--- config.mk ---
export PLATFORM = sky130hd
export DESIGN_NAME = sbox_thres_pipe
export DESIGN_NICKNAME = d
export VERILOG_FILES = /design/src/rtl/sbox_thres_pipe.sv
export SDC_FILE = /design/constraint.sdc
export NUM_CORES = 1
export LEC_CHECK = 0
export ABC_AREA = 1
export CORE_UTILIZATION = 40
export CTS_CLUSTER_SIZE = 16
export DETAILED_ROUTE_END_ITERATION = 10
export GPL_ROUTABILITY_DRIVEN = 0
export PLACE_DENSITY_LB_ADDON = 0.05
export RECOVER_POWER = 25
export SLEW_MARGIN = 15
export SYNTH_ARGS = -nofsm -noshare
export SYNTH_HDL_FRONTEND = slang
export SYNTH_SLANG_ARGS = --single-unit
--- constraint.sdc ---
create_clock -name clock -period 3.9 [get_ports clock]
set_clock_uncertainty 0.2 [all_clocks]
set_input_delay 0.39 -clock clock [delete_from_list [all_inputs] [get_ports clock]]
set_output_delay 0.39 -clock clock [all_outputs]
set_load 0.005 [all_outputs]
--- src/rtl/sbox_thres_pipe.sv ---
// Forward AES S-box using composite-field GF((2^4)^2) inversion. Each nonlinear layer gets fresh shares
// and sits behind its own register. Valid/ready streaming at one byte per cycle.
module sbox_thres_pipe #(
  parameter int CNT_W     = 32,
  parameter bit ZERO_MASK = 1'b0
) (
  input  logic             clock,
  input  logic             reset,
  input  logic             in_valid,
  output logic             in_ready,
  input  logic [7:0]       in_data,
  input  logic [15:0]      r1,
  input  logic [23:0]      r2,
  input  logic [23:0]      r3,
  output logic             out_valid,
  input  logic             out_ready,
  output logic [7:0]       out_data,
  output logic [CNT_W-1:0] op_count
);

  function automatic logic [7:0] gf8_mul(input logic [7:0] a, input logic [7:0] b);
    logic [7:0] p;
    logic [7:0] x;
    p = '0;
    x = a;
    for (int i = 0; i < 8; i++) begin
      if (b[i]) p ^= x;
      x = {x[6:0], 1'b0} ^ (x[7] ? 8'h1b : 8'h00);
    end
    return p;
  endfunction

  // GF(2^4) with x^4 = x + 1
  function automatic logic [3:0] gf4_mul(input logic [3:0] a, input logic [3:0] b);
    logic [3:0] p;
    logic [3:0] x;
    p = '0;
    x = a;
    for (int i = 0; i < 4; i++) begin
      if (b[i]) p ^= x;
      x = {x[2:0], 1'b0} ^ (x[3] ? 4'h3 : 4'h0);
    end
    return p;
  endfunction

  function automatic logic [7:0] embed(input logic [3:0] n, input logic [7:0] xh);
    logic [7:0] e;
    logic [7:0] pw;
    e  = '0;
    pw = 8'h01;
    for (int i = 0; i < 4; i++) begin
      if (n[i]) e ^= pw;
      pw = gf8_mul(pw, xh);
    end
    return e;
  endfunction

  function automatic logic [7:0] phi(input logic [7:0] c, input logic [7:0] xh, input logic [7:0] yh);
    return gf8_mul(embed(c[7:4], xh), yh) ^ embed(c[3:0], xh);
  endfunction

  // Basis-change matrices, found at elaboration: xh is a root of x^4+x+1 and yh a root of
  // y^2+y+lambda (lambda = x^3+x^2) in the AES field. Low half maps AES->composite, high half back.
  function automatic logic [127:0] build_maps();
    logic [127:0] m;
    logic [7:0]   xh, yh, lam, vv, sq, p;
    m  = '0;
    xh = '0;
    yh = '0;
    for (int v = 255; v >= 2; v--) begin
      vv = 8'(v);
      sq = gf8_mul(vv, vv);
      if ((gf8_mul(sq, sq) ^ vv ^ 8'h01) == 8'h00) xh = vv;
    end
    lam = gf8_mul(xh, gf8_mul(xh, xh)) ^ gf8_mul(xh, xh);
    for (int v = 255; v >= 2; v--) begin
      vv = 8'(v);
      if ((gf8_mul(vv, vv) ^ vv ^ lam) == 8'h00) yh = vv;
    end
    for (int i = 0; i < 8; i++) m[64 + 8*i +: 8] = phi(8'(1 << i), xh, yh);
    for (int c = 0; c < 256; c++) begin
      p = phi(8'(c), xh, yh);
      for (int i = 0; i < 8; i++) if (p == 8'(1 << i)) m[8*i +: 8] = 8'(c);
    end
    return m;
  endfunction

  function automatic logic [7:0] lin_map(input logic [63:0] cols, input logic [7:0] a);
    logic [7:0] y;
    y = '0;
    for (int i = 0; i < 8; i++) if (a[i]) y ^= cols[8*i +: 8];
    return y;
  endfunction

  function automatic logic [7:0] affine(input logic [7:0] a);
    return a ^ {a[6:0], a[7]} ^ {a[5:0], a[7:6]} ^ {a[4:0], a[7:5]} ^ {a[3:0], a[7:4]} ^ 8'h63;
  endfunction

  // Two-share multiply: returns {z1, z0} with z0 ^ z1 = (a0^a1)*(b0^b1); m refreshes both shares.
  function automatic logic [7:0] tm2(input logic [3:0] a0, input logic [3:0] a1,
                                     input logic [3:0] b0, input logic [3:0] b1, input logic [3:0] m);
    return {gf4_mul(a1, b0) ^ gf4_mul(a1, b1) ^ m, gf4_mul(a0, b0) ^ gf4_mul(a0, b1) ^ m};
  endfunction

  function automatic logic [3:0] thres_mult(input logic [3:0] a, input logic [3:0] b, input logic [11:0] r);
    logic [7:0] z;
    z = tm2(r[3:0], a ^ r[3:0], r[7:4], b ^ r[7:4], r[11:8]);
    return z[7:4] ^ z[3:0];
  endfunction

  // x^14 = x^-1 in GF(2^4), built as x^2 * x^4 * x^8 on shares; squarings are linear per share.
  function automatic logic [3:0] thres_inv4(input logic [3:0] x, input logic [15:0] r);
    logic [3:0] x0, x1, s2_0, s2_1, s4_0, s4_1, s8_0, s8_1;
    logic [7:0] p, q;
    x0   = r[3:0];
    x1   = x ^ r[3:0];
    s2_0 = gf4_mul(x0, x0);     s2_1 = gf4_mul(x1, x1);
    s4_0 = gf4_mul(s2_0, s2_0); s4_1 = gf4_mul(s2_1, s2_1);
    s8_0 = gf4_mul(s4_0, s4_0); s8_1 = gf4_mul(s4_1, s4_1);
    p    = tm2(s2_0, s2_1, s4_0, s4_1, r[7:4]);
    q    = tm2(p[3:0] ^ r[15:12], p[7:4] ^ r[15:12], s8_0, s8_1, r[11:8]);
    return q[3:0] ^ q[7:4];
  endfunction

  localparam logic [127:0] MAPS      = build_maps();
  localparam logic [63:0]  TO_COMP   = MAPS[63:0];
  localparam logic [63:0]  FROM_COMP = MAPS[127:64];

  logic        stall, adv;
  logic [15:0] m1;
  logic [23:0] m2, m3;
  logic        s0_valid, s1_valid, s2_valid;
  logic [7:0]  s0_data;
  logic [15:0] s0_r1, s1_r1;
  logic [23:0] s0_r2, s0_r3, s1_r2, s2_r2;
  logic [3:0]  s1_delta, s1_ah, s1_al, s2_b, s2_ah, s2_al;
  logic [7:0]  comp, sub;
  logic [3:0]  ah, al, delta, b, d1, d0;

  assign stall    = out_valid && !out_ready;
  assign adv      = !stall;
  assign in_ready = adv;
  assign m1 = ZERO_MASK ? '0 : r1;
  assign m2 = ZERO_MASK ? '0 : r2;
  assign m3 = ZERO_MASK ? '0 : r3;

  always_comb begin
    comp  = lin_map(TO_COMP, s0_data);
    ah    = comp[7:4];
    al    = comp[3:0];
    delta = gf4_mul(4'hc, gf4_mul(ah, ah)) ^ thres_mult(ah, al, s0_r3[11:0] ^ s0_r3[23:12])
          ^ gf4_mul(al, al);
    b     = thres_inv4(s1_delta, s1_r1);
    d1    = thres_mult(s2_ah, s2_b, s2_r2[11:0]);
    d0    = thres_mult(s2_ah ^ s2_al, s2_b, s2_r2[23:12]);
    sub   = affine(lin_map(FROM_COMP, {d1, d0}));
  end

  // NOTE: non-blocking assignments throughout so every stage samples the pre-edge value of the one before.
  always_ff @(posedge clock) begin
    if (reset) begin
      s0_valid  <= 1'b0;
      s1_valid  <= 1'b0;
      s2_valid  <= 1'b0;
      out_valid <= 1'b0;
      out_data  <= 8'h00;
      op_count  <= '0;
    end else begin
      if (adv) begin
        s0_valid  <= in_valid;
        s1_valid  <= s0_valid;
        s2_valid  <= s1_valid;
        out_valid <= s2_valid;
        if (s2_valid) out_data <= sub;
      end
      if (out_valid && out_ready) op_count <= op_count + CNT_W'(1);
    end
  end

  // NOTE: datapath registers have no reset; the stage valid bits alone qualify their contents.
  always_ff @(posedge clock) begin
    if (adv) begin
      if (in_valid) begin
        s0_data <= in_data;
        s0_r1   <= m1;
        s0_r2   <= m2;
        s0_r3   <= m3;
      end
      s1_delta <= delta;
      s1_ah    <= ah;
      s1_al    <= al;
      s1_r1    <= s0_r1;
      s1_r2    <= s0_r2;
      s2_b     <= b;
      s2_ah    <= s1_ah;
      s2_al    <= s1_al;
      s2_r2    <= s1_r2;
    end
  end

endmodule

* Word level (Yosys, flattened, before mapping)
Cells that the tools add are included.
Widths: inputs -> output; s select.
** Operators by class
- Add/sub/neg operators :: 1
- Mux-type cells :: 180
- Bitwise logic cells :: 192
- Reduce and logical (&&, ||, !) cells :: 6
** Operators with widths (count)
- $xor 4x4->4 :: 120
- $mux 4 :: 115
- $xor 4x2->4 :: 48
- $mux 2 :: 48
- $mux 7 :: 6
- $add 32x1->32 const B :: 1
- $mux 8 :: 4
- $xor 8x8->8 :: 4
- $not 5->5 :: 4
- $mux 6 :: 3
- $not 3->3 :: 4
- $not 6->6 :: 2
- $xor 12x12->12 :: 1
- $mux 3 :: 2
- $not 2->2 :: 3
- $not 5->6 :: 1
- $not 4->4 :: 1
- $not 4->4 const A :: 1
- $reduce_and 2->1 :: 2
- $logic_and 1x1->1 :: 2
- $logic_not 1->1 :: 2
- $mux 1 :: 2
- $not 1->1 :: 2
- $not 1->1 const A :: 1
** Word-level totals
- Flip-flop bits (word level) :: 204
- Bits of input ports :: 76
- Output and inout port bits :: 42
- Logic and storage cells :: 398

* Logic depth before layout (Yosys ltp)
Gate-level depths: netlist (run 1).
- Word-level depth :: 38
- Mapped depth :: 36
- Depth with buffers taken out :: 35

* Worst setup path before layout (run 1)
Ideal clock, no wire load.
- Path type :: reg-to-reg
- Start point :: reg s1_r1[0]
- End point :: reg s2_b[0] (data pin)
- Setup time :: 0.257 ns
- Arrival time :: 3.735 ns
- Data required time :: 3.443 ns
- Path slack :: -0.292 ns
- Cell stages (with the launch flop) :: 28
- Buffers on the path :: 2
- Clock period less this slack :: 4.192 ns
- Cells stage by stage :: edfxtp_1 -> ha_1 -> inv_1 -> nand2_1 -> nand2_1 -> nand3_1 -> nand2_2 -> inv_1 -> ha_1 -> clkbuf_1 -> inv_1 -> nand2_1 -> nand2_1 -> nand3_1 -> nand2_2 -> buf_6 -> ha_1 -> inv_1 -> nor2_1 -> xor2_1 -> nand2_1 -> xnor2_1 -> inv_1 -> nand2_1 -> nand2_1 -> nand3_1 -> nand2_1 -> xor2_1
** Between the ends
- Cells in the longest elaborated chain, start to end :: 37
- Elaborated cells on any way between the ends :: 152
- Those cells by class :: mux (74); bitwise (78)
** Ends and longest elaborated chain
- from (decl) :: RTL line 134 : logic [15:0] s0_r1, s1_r1;
- from (signal assigned) :: RTL line 192 : s1_r1 <= s0_r1;
- $xor 4x4->4 :: RTL line 116 : x1 = x ^ r[3:0];
- $mux 4 :: RTL line 40 : if (b[i]) p ^= x;
- $xor 4x4->4 :: RTL line 40
- $mux 4 :: RTL line 40
- $xor 4x4->4 :: RTL line 40
- $mux 4 :: RTL line 40
- $xor 4x4->4 :: RTL line 40
- $mux 4 :: RTL line 40
- (+21 left out)
- $mux 4 :: RTL line 40
- $xor 4x4->4 :: RTL line 40
- $mux 4 :: RTL line 40
- $xor 4x4->4 :: RTL line 40
- $mux 4 :: RTL line 40
- $xor 4x4->4 (2 in a row) :: RTL line 102 : return {gf4_mul(a1, b0) ^ gf4_mul(a1, b1) ^ m, gf4_mul(a0, b0) ^ gf4_mul(a0, b1) ^ m};
- $xor 4x4->4 * :: RTL line 122 : return q[3:0] ^ q[7:4];
- via b[0] :: RTL line 138 : logic [3:0] ah, al, delta, b, d1, d0;
- to (signal assigned) :: RTL line 194 : s2_b <= b;
- to (decl) :: RTL line 136 : logic [3:0] s1_delta, s1_ah, s1_al, s2_b, s2_ah, s2_al;
Mark *: on every way through the listed nets, which the timed path passes. The rest lies on a longest branch.
A chain may end at the register's enable or synchronous reset.

* Worst setup path after layout (run 1)
- Start point :: reg s1_r1[3]
- End point :: reg s2_b[2] (data pin)
** Between the ends
- Cells in the longest elaborated chain, start to end :: 36
- Elaborated cells on any way between the ends :: 152
- Those cells by class :: mux (74); bitwise (78)
** Ends and longest elaborated chain (RTL line)
- $xor 4x4->4 :: 116
- $mux 2 or $mux 4 (tied branches) :: 41, 40
- $xor 4x2->4 or $xor 4x4->4 (tied branches) :: 41, 40
- $xor 4x4->4 or $mux 4 (tied branches) :: 40
- $mux 4 or $xor 4x4->4 (tied branches) :: 40
- $xor 4x4->4 or $mux 4 (tied branches) :: 40
- $mux 4 or $xor 4x4->4 (tied branches) :: 40
- $xor 4x4->4 or $mux 4 (tied branches) :: 40
- (+20 left out)
- $mux 4 or $xor 4x2->4 (tied branches) :: 40, 41
- $xor 4x4->4 :: 40
- $mux 4 :: 40
- $xor 4x4->4 :: 40
- $mux 4 :: 40
- $xor 4x4->4 (2 in a row) :: 102
- $xor 4x4->4 * :: 122
- via b[2] :: 138
Marked as above.

==> results of run 1 <==
## cell type report
class                   instances  area [um2]  share of cell area
diodes                          1        2.50            0.000154
multi-input cells            1422        8110               0.499
inverters                     224         861              0.0529
clock buffers                  17         425              0.0262
well taps                     442         553              0.0340
clock inverters                15         178              0.0109
flip-flops and latches        167        4570               0.281
repair buffers                171        1560              0.0959
## kinds of logic (layout without fill, tap and decap cells)
kind of cell	count (synthesis)	in the layout
AND/OR/NAND/NOR	1050	1050
adder cells (fa/ha/maj)	9	9
flip-flops	167	167
AO/OA/AOI/OAI	76	76
XOR/XNOR	287	287
buffers and inverters	250	427
other	0	1
## path summary, 6_finish.rpt
| path | start | endpoint | slack, ps | cells after the start |
|---|---|---|---|---|
| max | s1_r1[3]$_DFFE_PN_ | s2_b[2]$_DFFE_PN_ | -60 | 28 |
| min | s1_r2[16]$_DFFE_PN_ | s2_r2[16]$_DFFE_PN_ | 210 | 0 |
| max reg2reg | s1_r1[3]$_DFFE_PN_ | s2_b[2]$_DFFE_PN_ | -60 | 28 |
| min reg2reg | s1_r2[16]$_DFFE_PN_ | s2_r2[16]$_DFFE_PN_ | 210 | 0 |
## cell usage in the layout, fill, tap and decap left out, types with 3 or more instances in the layout
master           synthesis  routed
nand2_1                585     542
inv_1                  200     191
nor2_1                 200     188
xor2_1                 143     136
xnor2_1                134     129
edfxtp_1               123     123
nand3_1                141     120
nand2_2                 47      79
buf_4                    5      67
dlygate4sd3_1            0      52
clkdlybuf4s50_1          0      46
dfxtp_1                 44      44
o21ai_0                 31      31
a21oi_1                 28      28
nand3_2                  6      25
inv_2                   20      24
nand2_4                  6      17
clkbuf_16                0      17
nor3_1                  16      16
nand4_1                 15      15
xor2_2                   8      15
nand3b_1                 9       9
nor2_2                   3       9
or2_2                    8       8
xnor2_2                  2       7
nor2_4                   1       7
inv_6                    0       6
inv_4                    2       5
o21ai_1                  8       5
or2_1                    5       5
ha_1                     9       5
buf_6                    6       5
o21ai_2                  1       4
nor4_1                   4       4
ha_4                     0       4
clkinv_2                 0       3
inv_8                    0       3
clkinv_8                 0       3
## what timing repair did
action | 4_1_cts | 5_1_grt
buffers inserted | 6 | 10
gates resized for setup | 47 | 79
endpoints found under the setup margin | 4 | 4
pin swaps | 50 | 54
hold endpoints to repair | 0 | 0
## sequential cells by signal (all words and copies together), names as in the netlist, 4 cells and up
register / cells
s1_ah: 4
s2_r2: 17
out_data: 8
s1_delta: 4
op_count: 32
s2_al: 4
s1_r1: 12
s0_data: 8
s2_ah: 4
s0_r1: 12
s1_al: 4
s1_r2: 17
s0_r3: 16
s2_b: 4
s0_r2: 17
## metal layers
layer  global-route usage  routed length [um]  up-vias
met1                0.249               15000     5197
met2                0.325               14700      161
met5                    0                   0        -
met3               0.0271                 798       26
li1                     -                   -     6066
met4               0.0503                 439        0
## metrics by stage
stage / setup slack [ps] / cells
2_1_floorplan: 14.8 / 1839
3_3_place_gp: -12.6 / 2410
3_5_place_dp: -112 / 2410
4_1_cts: -29.0 / 2448
5_1_grt: -401 / 2458
6_report: -63.1 / 2459
## worst max-delay path, delay by kind of cell, from the launching register on
family	cells	cell delay, ps
xor gates and xnor gates	3	540
adders and majority gates	2	560
buffers and inverters	6	450
DFF	1	440
and+or+nand+nor	17	1510
==> metrics, run 1 <==
clk buf depth=2; Area contributors post-synth=edfxtp_1 (28%), nand2_1 (17%), xor2_1 (9.5%); Cell Area, Synth=~13000 um2; total wire length=~31 mm; GR Util All Layers=0.190; compound-cell area share of the yosys netlist=0.0306; DR vias/cell=roughly 4.7; Root Buffer=clkbuf_16; ys async rst share=0; element type at the critical path end=register; min setup slack post-route=-63.1 ps; CP max stage cell=edfxtp_1; Synth Instances=roughly 1800; period utilisation layout=1.02; WL/cell=approximately 13 um; crit-path max FO=7; Seq/Total Area, Yosys=0.347; CTS tree=done; total gr overflow=0; post-synthesis adder-cell area fraction=0.00853; number of synthesized flops with an enable pin=between 100 and 150; WP data required=around 3900 ps; FMAX=252 MHz; worst skew pair latency=440 ps; Post-Synth XOR/XNOR Area=0.196; cts bufs inserted=17; simple-gate share of the synthesized area=0.341; Worst Path Arrival=approximately 4000 ps; largest net degree at the start of global routing=73; Yosys Warn Count=0; Max Cap Viol=0; die height=roughly 180 um; total number of vias=approximately 11000; Pre-antenna DRT Iters=4; 1st-iter DRT viols=approximately 480; number of clock sinks=~170; worst min path class=reg2reg; top-count cell post-synth=nand2_1; antenna violations before repair=0; final hold violations=0; max_slew headroom=0.389; Core Area=32500 um2; Filler cells=about 3200; Nets=2088; global-route wire length before repair=51.4 mm; Max H-tree Level=4; Mapped Nets=1924; Max Transition Viols Final=0; placed inst area=around 15000 um2; Fin Hold WS=212 ps; FP Rows=between 60 and 70; share of cells above drive strength 1=0.157; Post-Layout Inst Area=approximately 16000 um2; setup tns final=-147 ps; remaining routing DRC violations=0; share of the synthesized area in the top cell type=0.280; Initial Utilization=0.406; count of cell types in the netlist=44; CP peak stage delay=440 ps; Worst-path clk slew=70 ps; vias in the first global route=about 11000; number of port buffers=between 90 and 100; Most used DFF post-synth=edfxtp_1; failing checks=negative setup slack; full die area=approximately 34000 um2; multiplexer share of the synthesized area=0; Post-Route Utilization=0.500; chip width=184 um; commonest cells in the netlist=nand2_1 (585), inv_1 (200), nor2_1 (200); RSZ-0062 raised after global routing=yes; post-cts hold buffer count=0; boundary pin count=around 120; Worst setup SP type=register; Yosys reg bits=~170; largest family of logic cells by synthesized area=simple AND/OR/NAND/NOR gates; # setup viols final=4; post-DP HPWL=around 24 mm; critical path type=reg2reg; outcome=complete, but fails checks; cell mode on critical path=nand2_2; Slew @ Worst Pin=~900 ps; Period minus WS final=slightly below 4000 ps; area grow syn2layout=23.2%; Antenna Nets Post-Route=0; syn_area_per_cell=7.18 um2; post-synth top area cell=edfxtp_1
Power of run 1 is left out: the tool's default activity adds up to more than one toggle a clock period on the data nets, which glitch-free logic cannot reach.
==> inputs of run 2 (changes only) <==
--- a/config.mk
+++ b/config.mk
@@ -6,7 +6,7 @@
 export NUM_CORES = 1
 export LEC_CHECK = 0
 export ABC_AREA = 1
-export CORE_UTILIZATION = 40
+export CORE_UTILIZATION = 53
 export CTS_CLUSTER_SIZE = 16
 export DETAILED_ROUTE_END_ITERATION = 10
 export GPL_ROUTABILITY_DRIVEN = 0
==> run 2 against run 1 <==
  * The flow still finishes with violations (negative setup slack)
  * Global-route usage increased by 4.6 points
  * Critical path depth is the same
  * Via count up 3.2%
  * Register-to-register slack got worse by 60 ps
  * Die area is 24% lower
  * Hold slack is essentially flat
  * First-iteration DRC count rose by 57%
==> metrics, run 2 (synthesis results as in run 1) <==
setup tns final=-419 ps (-272 ps); failing checks=negative setup slack; min setup slack post-route=-120 ps (-56.7 ps); die height=160 um (-13%); area grow syn2layout=24.6%; Largest Register=op_count; max_slew headroom=0.374 (-0.0154); share of cells above drive strength 1=0.179 (+0.0220); most common cell after layout, fill and taps aside=nand2_1; FP Rows=57 (-14%); boundary pin count=118 (unchanged); Period minus WS final=4020 ps (+56.7 ps); number of clock sinks=167 (unchanged); WL/cell=13.1 um (+4.4%); Root Buffer=clkbuf_16; worst min path class=reg2reg; CP max stage cell=edfxtp_1; Worst Path Arrival=4000 ps (+50 ps); Worst-path clk slew=80 ps (about the same); full die area=25500 um2 (-24%); Critical path buffers and inverters=5 (-1); FMAX=249 MHz (-1.4%); period utilisation layout=1.03 (+0.0145); Antenna Nets Post-Route=0 (unchanged); critical path type=reg2reg; CTS tree=done; DR vias/cell=5.04 (+8.3%); outcome=complete, but fails checks; clk buf depth=2 (unchanged); cell mode on critical path=nand2_2; 1st-iter DRT viols=749 (+57%); Max Transition Viols Final=0 (unchanged); total number of vias=11800 (+3.2%); vias in the first global route=10700 (+0.66%); CP peak stage delay=450 ps (about the same); total gr overflow=0 (unchanged); GR Util All Layers=0.236 (+0.0462); post-place setup slack=-93.2 ps (+18.4 ps); remaining routing DRC violations=0 (unchanged); element type at the critical path end=register; final hold violations=0 (unchanged); max FFs per register=32 (unchanged); worst skew pair latency=430 ps (about the same); Top Family by Delay on Critical Path=simple AND/OR/NAND/NOR gates; # setup viols final=4 (unchanged); Fin Hold WS=212 ps (+0.162 ps); Max H-tree Level=4 (unchanged); crit-path max FO=7 (unchanged); Initial Utilization=0.541 (+0.135); chip width=160 um (-13%); Nets=2092 (+0.19%); RSZ-0062 raised after global routing=yes; number of port buffers=98 (unchanged); Worst setup SP type=register; most frequent cells in the layout=nand2_1 (522), inv_1 (186), nor2_1 (183); Slew @ Worst Pin=939 ps (+23.1 ps); global-route wire length before repair=49.5 mm (-3.8%); antenna violations before repair=1 (+1); WP data required=3890 ps (about the same); cts bufs inserted=17 (unchanged); Core Area=24400 um2 (-25%); Max Cap Viol=0 (unchanged); total wire length=30.8 mm (-0.46%); largest net degree at the start of global routing=73 (unchanged); post-cts hold buffer count=0 (unchanged); post-DP HPWL=22.3 mm (-5.8%); Pre-antenna DRT Iters=5 (+1)
-- run 2: cell count changes in the layout (fill, tap and decap cells not counted), moves of 6 or more --
cell and delta:
inv_2 +6, nand3_1 -6, nand2_2 +11, nand2_4 +8, nand2_1 -20
-- run 2: worst paths after layout --
check / start / endpoint / slack, ps / cells after the start
hold / removal: s0_r1[13]$_DFFE_PP_ / s1_r1[13]$_DFFE_PN_ / 210 / 0
setup / recovery: s1_r1[3]$_DFFE_PN_ / s2_b[2]$_DFFE_PN_ / -120 / 28
setup reg to reg: s1_r1[3]$_DFFE_PN_ / s2_b[2]$_DFFE_PN_ / -120 / 28
hold reg to reg: s0_r1[13]$_DFFE_PP_ / s1_r1[13]$_DFFE_PN_ / 210 / 0
-- run 2: per-layer routing --
metal / vias to the layer above / global-route usage / wire length, um
met3: 40 / 0.0353 / 1210
li1: 6067 / - / -
met1: 5451 / 0.301 / 13800
met5: - / 0 / 0
met2: 264 / 0.412 / 15200
met4: 0 / 0.0697 / 591
-- run 2: per-stage QoR --
stage                      util  area, um2  std cells
after floorplan               -      13300       1839
after global placement    0.608      14800       2286
after detailed placement  0.608      14800       2286
after CTS                 0.641      15600       2324
after global routing      0.674      16400       2345
final                     0.674      16400       2345
-- run 2: final cells by class --
class                      count  area [um2]
fill                        2117        7950
timing repair buffer         175        1610
clock inverter                14         199
multi-input combinational   1422        8330
inverter                     224         868
tap                          324         405
sequential                   167        4570
antenna                        1        2.50
clock buffer                  18         450
-- run 2: worst reg2reg max path, delay by kind of cell (launching register included) --
| kind | cells | cell delay (ps) |
|---|---|---|
| flops | 1 | 450 |
| buf+inv | 5 | 450 |
| fa+ha+maj | 2 | 560 |
| compound gates | 1 | 90 |
| simple gates | 17 | 1560 |
| xor+xnor | 3 | 480 |
-- run 2: repair_timing --
item	in CTS	in global routing
gates cloned	0	0
setup endpoints to repair	4	4
pin swaps	23	79
resized for setup	29	168
setup buffers	6	20
Power of run 2 is left out for the same reason.
==> inputs of run 3 (changes only) <==
--- a/config.mk
+++ b/config.mk
@@ -6,6 +6,7 @@
 export NUM_CORES = 1
 export LEC_CHECK = 0
 export ABC_AREA = 1
+export CORE_MARGIN = 5
 export CORE_UTILIZATION = 53
 export CTS_CLUSTER_SIZE = 16
 export DETAILED_ROUTE_END_ITERATION = 10
==> run 3 against run 2 <==
  * The run still ends with negative setup slack left
  * Final area decreased by 2.2%
  * Hold slack got worse by 0.88 ps
  * Utilization decreased by 1.5 points
  * Non-clock buffer count decreased by 4
  * Die area increased by 10%
  * Sequential share of layout area increased by 0.62 points
  * Fmax increased by 1.0%
  * Global-route usage decreased by 2.3 points
  * Highest routed layer unchanged
  * First-iteration DRC count increased by 21%
  * Sequential cell count unchanged
  * Count of clock-buffer cells in the layout unchanged
  * Via count increased by 0.31%
==> metrics, run 3 (synthesis results as in run 1) <==
Worst-path clk slew=80 ps (about the same); GR Util All Layers=0.213 (-0.0233); die height=168 um (+5.0%); outcome=complete, but fails checks; failing checks=negative setup slack; post-cts hold buffer count=0 (unchanged); DR vias/cell=5.06 (+0.40%); Worst Path Arrival=3960 ps (-40 ps); Core Area=24400 um2 (unchanged); final hold violations=0 (unchanged); FMAX=251 MHz (+1.0%); Nets=2089 (-0.14%); total number of vias=11900 (+0.31%); min setup slack post-route=-79.7 ps (+40.1 ps); cell mode on critical path=nand2_1; Max H-tree Level=4 (unchanged); dpl cells=2291 (+0.22%); crit-path max FO=7 (unchanged); RSZ-0062 raised after global routing=yes; element type at the critical path end=register; vias in the first global route=10900 (+2.0%); global-route wire length before repair=50.7 mm (+2.5%); most common cell after layout, fill and taps aside=nand2_1; Filler cells=2162 (+2.1%); Slew @ Worst Pin=869 ps (-70.7 ps); CTS tree=done; CP max stage cell=edfxtp_1; max_slew headroom=0.419 (+0.0450); remaining routing DRC violations=0 (unchanged); number of clock sinks=167 (unchanged); max FFs per register=32 (unchanged); critical path type=reg2reg; period utilisation layout=1.02 (-0.0103); WP data required=3890 ps (about the same); number of port buffers=98 (unchanged); Root Buffer=clkbuf_16; worst min path class=reg2reg; Max Cap Viol=0 (unchanged); # setup viols final=4 (unchanged); total gr overflow=0 (unchanged); Worst setup SP type=register; 1st-iter DRT viols=904 (+21%); CP peak stage delay=470 ps (+20 ps); clk buf depth=2 (unchanged); FP Rows=57 (unchanged); share of cells above drive strength 1=0.155 (-0.0245); filler-free cell count of the finished design=2343 (-0.085%); largest net degree at the start of global routing=50 (-32%); Largest Register=op_count; Max Transition Viols Final=0 (unchanged); worst skew pair latency=440 ps (about the same); multi-input logic area=8110 um2 (-2.7%); full die area=28200 um2 (+10%); cts bufs inserted=17 (unchanged); boundary pin count=118 (unchanged); post-DP HPWL=22.9 mm (+2.7%); WL/cell=13.2 um (+0.23%); Antenna Nets Post-Route=0 (unchanged); Pre-antenna DRT Iters=6 (+1); area grow syn2layout=21.9%; Initial Utilization=0.541 (unchanged); total wire length=30.8 mm (+0.14%); antenna violations before repair=2 (+1); chip width=168 um (+5.0%); Period minus WS final=3980 ps (-40.1 ps); most frequent cells in the layout=nand2_1 (544), inv_1 (191), nor2_1 (185); Sequential Area=4570 um2 (unchanged)
[run 3: cell types whose count changed in the layout (fill, tap and decap cells not counted), sizes merged]
cell           change
clkinv             +1
bufinv             -1
buf                -4
clkdlybuf4s50      +1
diode              +1
nand2              +1
dlygate4sd3        -1
[run 3: what timing repair did]
item,CTS,global route
setup endpoints to repair,4,4
setup buffers,6,11
gates cloned,0,1
resized for setup,35,87
pin swaps,27,44
hold endpoints to repair,0,0
[run 3: critical path: cells and delay by family, from the launching register on]
family | cells | cell delay, ps
xor gates and xnor gates | 1 | 130
buffers and inverters | 5 | 460
DFF | 1 | 470
adders and majority gates | 2 | 560
AOI/OAI and AO/OA | 3 | 470
and+or+nand+nor | 19 | 1440
[run 3: final cells by class]
cell class | instances | share of cell area
multi-input cells | 1423 | 0.504
inverters | 224 | 0.0531
clock inverters | 14 | 0.00957
clock buffers | 18 | 0.0267
diodes | 2 | 0.000311
well taps | 324 | 0.0252
repair buffers | 171 | 0.0967
flip-flops and latches | 167 | 0.284
[run 3: path summary, 6_finish.rpt]
| path | from | to | slack (ps) | cells after the start |
|---|---|---|---|---|
| hold reg to reg | s0_r2[18]$_DFFE_PP_ | s1_r2[18]$_DFFE_PN_ | 210 | 0 |
| setup / recovery | s1_r1[3]$_DFFE_PN_ | s2_b[1]$_DFFE_PN_ | -80 | 30 |
| hold / removal | s0_r2[18]$_DFFE_PP_ | s1_r2[18]$_DFFE_PN_ | 210 | 0 |
| setup reg to reg | s1_r1[3]$_DFFE_PN_ | s2_b[1]$_DFFE_PN_ | -80 | 30 |
[run 3: stage by stage]
step / hold WS (ps) / setup slack (ps) / area, um2 / TNS, ps / utilization
6_report: 211 / -79.7 / 16100 / -210 / 0.659
2_1_floorplan: 200 / 14.8 / 13300 / 0 / -
4_1_cts: 209 / -13.1 / 15600 / -13.1 / 0.642
3_3_place_gp: 201 / -20.6 / 14900 / -26.9 / 0.610
3_5_place_dp: 205 / -84.4 / 14900 / -291 / 0.610
5_1_grt: 229 / -355 / 16100 / -1310 / 0.659
[run 3: per-layer routing]
metal | vias to the layer above | GRT usage | part of all wire
li1 | 6079 | - | -
met1 | 5441 | 0.277 | 0.44
met2 | 298 | 0.370 | 0.50
met3 | 41 | 0.0305 | 0.044
met4 | 0 | 0.0586 | 0.017
met5 | - | 0 | 0
Power of run 3 is left out for the same reason.
